**config.mk**
```make
export PLATFORM = sky130hd
export DESIGN_NAME = segment7_decoder
export DESIGN_NICKNAME = d
export VERILOG_FILES = /design/src/rtl/segment7_decoder.sv
export SDC_FILE = /design/constraint.sdc
export NUM_CORES = 1
export LEC_CHECK = 0
export ABC_AREA = 1
export BUFFER_PORTS_ARGS = -buffer_cell sky130_fd_sc_hd__buf_2
export CAP_MARGIN = 10
export CORE_MARGIN = 2
export CORE_UTILIZATION = 50
export CTS_CLUSTER_DIAMETER = 80
export DETAILED_ROUTE_END_ITERATION = 10
export PLACE_DENSITY = 0.75
export SLEW_MARGIN = 0
export SYNTH_ARGS = -nofsm -noshare
export SYNTH_HDL_FRONTEND = slang
export SYNTH_SLANG_ARGS = --single-unit
```
**constraint.sdc**
```tcl
create_clock -name clk -period 1.55 [get_ports clk]
set_input_delay 0.155 -clock clk [delete_from_list [all_inputs] [get_ports clk]]
set_output_delay 0.155 -clock clk [all_outputs]
set_load 0.03 [all_outputs]
```
**src/rtl/segment7_decoder.sv**
```systemverilog
// segment7_decoder: registered hex to seven-segment decoder.
// The code register captures bcd when en=1. The segment outputs are registered
// and update on every edge. Lamp test, blanking and ripple-blank zero
// suppression are applied in that priority order. SEG_ACTIVE_LOW selects
// common-anode drive.
// Optional decimal point: define SEGMENT7_DP_EN to add dp_in/dp.
// Segment bit order: bit0=a ... bit6=g.
module segment7_decoder #(
   parameter bit SEG_ACTIVE_LOW = 1'b0
) (
   input  logic       clk,
   input  logic       rst_n,
   input  logic [3:0] bcd,
   input  logic       en,
   input  logic       blank,
   input  logic       lamp_test,
   input  logic       rbi,
`ifdef SEGMENT7_DP_EN
   input  logic       dp_in,
   output logic       dp,
`endif
   output logic [6:0] seg,
   output logic       rbo
);

   // XOR mask applied after the priority logic; all ones for common-anode drive.
   localparam logic [6:0] SEG_POL = {7{SEG_ACTIVE_LOW}};

   logic [3:0] code_q;
   logic [3:0] code_d;
   logic [6:0] seg_d;
   logic       rbo_d;

   // Active-high segment pattern for each of the 16 codes.
   function automatic logic [6:0] decode(input logic [3:0] code);
      logic [6:0] pattern;
      case (code)
         4'h0: pattern = 7'h3F;
         4'h1: pattern = 7'h06;
         4'h2: pattern = 7'h5B;
         4'h3: pattern = 7'h4F;
         4'h4: pattern = 7'h66;
         4'h5: pattern = 7'h6D;
         4'h6: pattern = 7'h7D;
         4'h7: pattern = 7'h07;
         4'h8: pattern = 7'h7F;
         4'h9: pattern = 7'h6F;
         4'hA: pattern = 7'h77;
         4'hB: pattern = 7'h7C;
         4'hC: pattern = 7'h39;
         4'hD: pattern = 7'h5E;
         4'hE: pattern = 7'h79;
         default: pattern = 7'h71;
      endcase
      return pattern;
   endfunction

   // Next code value and prioritised active-high segment/ripple-blank outputs.
   always_comb begin
      // NOTE: every output gets a default first so no path leaves it unassigned (no latch).
      code_d = en ? bcd : code_q;
      seg_d  = decode(code_d);
      rbo_d  = 1'b0;
      if (lamp_test) begin
         seg_d = 7'h7F;
      end else if (blank) begin
         seg_d = 7'h00;
      end else if (rbi && (code_d == 4'h0)) begin
         seg_d = 7'h00;
         rbo_d = 1'b1;
      end
   end

   // Code and output registers; reset blanks the display and clears the code.
   always_ff @(posedge clk) begin
      // NOTE: sequential state uses non-blocking assignments so all registers update together.
      if (!rst_n) begin
         code_q <= 4'h0;
         seg    <= SEG_POL;
         rbo    <= 1'b0;
      end else begin
         code_q <= code_d;
         seg    <= seg_d ^ SEG_POL;
         rbo    <= rbo_d;
      end
   end

`ifdef SEGMENT7_DP_EN
   logic dp_q;
   logic dp_d;
   logic dp_out_d;

   // The decimal point follows bcd's en gating and is immune to ripple blanking.
   always_comb begin
      dp_d     = en ? dp_in : dp_q;
      dp_out_d = dp_d;
      if (lamp_test) begin
         dp_out_d = 1'b1;
      end else if (blank) begin
         dp_out_d = 1'b0;
      end
   end

   // Decimal point registers, reset to off in the selected polarity.
   always_ff @(posedge clk) begin
      if (!rst_n) begin
         dp_q <= 1'b0;
         dp   <= SEG_ACTIVE_LOW;
      end else begin
         dp_q <= dp_d;
         dp   <= dp_out_d ^ SEG_ACTIVE_LOW;
      end
   end
`endif

endmodule

```
==> flow_metrics.py <==
metrics = {
    "worst_setup_path": {
        "worstSetupStartpointType": "flop",
        "crit_family": "simple AND/OR/NAND/NOR gates",
        "critPathRequiredTime_ps": 1770,
        "cpPeakStageDelay_ps": 310,
        "critical_path.most_common_cell": "nand2_1",
        "worst-endpoint-arrival_ps": 1670,
        "crit_chain": "nand2_1 -> nand2_2 -> inv_2 -> ha_1 -> nand2_1 -> inv_1 -> nand3_2 -> nor2_2 -> nor2_4 -> nand3_1 -> a21oi_2",
        "critPathKind": "flop to flop",
        "cpMaxStageDelayCell": "dfxtp_1",
        "cp_max_fo": 6,
        "critical_path.endpoint_type": "flop",
        "crit_buf_inv": 2,
    },
    "routing": {
        "drcViolationCount": 0,
        "dr.pass1.iters": 4,
        "wl_per_cell_um": 11.84,
        "vias": 775,
        "drt_iter0_markers": 37,
        "antenna_left": 0,
        "viasPerCell": 5.308,
        "drt-total-wl_um": 1729,
    },
    "die": {
        "io_pins": 18,
        "die_area_um2": 1791,
        "core_um2": 1334,
        "rows": 13,
        "dieWidth_um": 42.33,
        "die_height_um": 42.33,
        "initial_core_util_pct": 55.07,
    },
    "cells_and_area": {
        "register_area_um2": 240.2,
        "fill_cells": 124,
        "antennaDiodeCount": 0,
        "layout-drive-gt1-share_pct": 33.59,
        "final_common_cell": "nand2_1",
        "multi_input_area_um2": 450.4,
        "mostFrequentLayoutCells": "24 x nand2_1, 19 x nand3_1, 17 x buf_2",
        "syn2layout_area_growth_pct": 24.53,
        "nets": 149,
        "stdcell_count": 146,
        "final_cell_area_um2": 914.6,
    },
    "clock_network": {
        "clockBufferDepth": 2,
        "cts_inserted_buffers": 3,
        "h-tree-depth": 1,
        "cts_num_sinks": 12,
        "clkLatencyLatePin_ps": 280,
        "cts_tree": "done",
        "clkTransAtPathRegs_ps": 80,
        "clock-root-buffer": "clkbuf_4",
    },
    "logic_synthesis": {
        "netlist-cell-type-count": 15,
        "seq_area_frac_synth_pct": 32.71,
        "synth_top_area_share_pct": 32.71,
        "yosysWarningCount": 0,
        "ys_seq_elements": 12,
        "syn_area_per_cell_um2": 6.864,
        "synthesis.area_um2": 734.5,
        "synth_top_area_cell": "dfxtp_1",
        "syn_inst": 107,
        "ys_top_cells_by_area": "dfxtp_1 33%, nand3_1 14%, nand2_1 13%",
        "syn_nets": 123,
    },
    "power": {
        "finalPower_mw": 0.7714,
        "vdd_drop_max_mv": 0.4550,
        "power_density_nw_per_um2": 843.4,
        "p_leak_nw": 0.5008,
    },
    "timing": {
        "fin_tns_setup_ps": 0,
        "max_freq_mhz": 690.1,
        "setup_viol": 0,
        "maxSlewViolCount": 0,
        "finClkSkew_ps": 4.727,
        "worstMarginPinSlew_ps": 386.4,
        "whs_ps": 67.50,
        "min_period_ps": 1449,
        "hold_violations": 0,
        "rsz0062_at_grt": "false",
        "relSlewSlack_pct": 74.21,
        "fin_crit_sh_pct": 93.48,
    },
    "place": {
        "dp.cells": 142,
        "dpl_cell_area_um2": 864.6,
        "io_buffers": 17,
        "hpwl_um": 1287,
        "gp_congestion": 0.9273,
    },
    "status": {
        "run_status": "finished clean",
    },
    "grt": {
        "grt_antenna_before_repair": 0,
        "grt_pass1_wl_um": 2711,
        "grt_use_total_pct": 19.73,
        "gr-total-overflow": 0,
        "grt_max_degree": 13,
        "grt_pass1_vias": 686,
    },
    "worst_hold_path": {
        "hold_path_class": "input pin to flop",
    },
    "flow_run": {
        "drv_cap": 0,
    },
}
layer usage:
layer,global-route usage [%],routed length (µm),part of all wire (%)
met1,25.66,758,44
met2,32.00,810,47
met3,2.586,123,7.1
met4,9.375,36,2.1
met5,0,0,0
synth_stat cells:
| master | count |
|---|---|
| a21oi_1 | 6 |
| clkbuf_1 | 1 |
| dfxtp_1 | 12 |
| ha_1 | 6 |
| inv_1 | 14 |
| inv_2 | 2 |
| nand2_1 | 25 |
| nand2_2 | 7 |
| nand2_4 | 2 |
| nand3_1 | 21 |
| nand3_2 | 1 |
| nor2_1 | 7 |
| nor2_2 | 1 |
| nor2_4 | 1 |
| nor4_1 | 1 |
registers in the layout (all words and copies together), names as in the netlist:
register	flops
seg	7
code_q	4
rbo	1
power by group:
group          leakage, nW  internal (mW)  switching, mW
registers            0.100          0.330        0.00556
logic                0.387         0.0816          0.157
clock network       0.0138         0.0902          0.107
total                0.501          0.502          0.270
worst reg2reg max path, stage by stage, from the launching register on:
cell	delay, ps
dfxtp_1	310
nand2_1	60
nand2_2	100
inv_2	70
ha_1	210
nand2_1	60
inv_1	60
nand3_2	60
nor2_2	50
nor2_4	160
nand3_1	110
a21oi_2	130
worst paths after layout:
| path | startpoint | endpoint | slack (ps) | cells after the start |
|---|---|---|---|---|
| worst max-delay path | code_q[0]$_SDFF_PN0_ | seg[4]$_SDFF_PN0_ | 100 | 11 |
| worst min-delay path | lamp_test | rbo$_SDFF_PP0_ | 70 | 2 |
| worst max register to register | code_q[0]$_SDFF_PN0_ | seg[4]$_SDFF_PN0_ | 100 | 11 |
| worst min register to register | code_q[0]$_SDFF_PN0_ | code_q[0]$_SDFF_PN0_ | 640 | 4 |
logic make-up (layout without fill, tap and decap cells):
logic type	after synthesis	in the layout	share of synthesized area, %
flops	12	12	32.71
fa+ha+maj	6	6	10.22
buf+inv	17	41	8.688
compound gates	6	6	4.089
simple gates	66	66	44.29
what timing repair did:
action	4_1_cts	5_1_grt
endpoints found under the hold margin	0	0
endpoints found under the setup margin	0	7
gates resized for setup	0	5
hold buffers	0	0
buffers inserted	0	1
final cells by class:
type                    count  area share (%)
inverters                  16           6.566
clock buffers               3           2.462
well taps                  15           2.052
multi-input cells          78           49.25
repair buffers             22           13.41
flip-flops and latches     12           26.27
through the flow:
stage	setup WS, ps	util, %
CTS	95.69	66.51
detailed placement	51.36	64.82
global placement	101.1	64.82
finish	101.0	68.57
floorplan	269.0	-
global route	1.696	68.57
(Power assumes the default switching activity.)
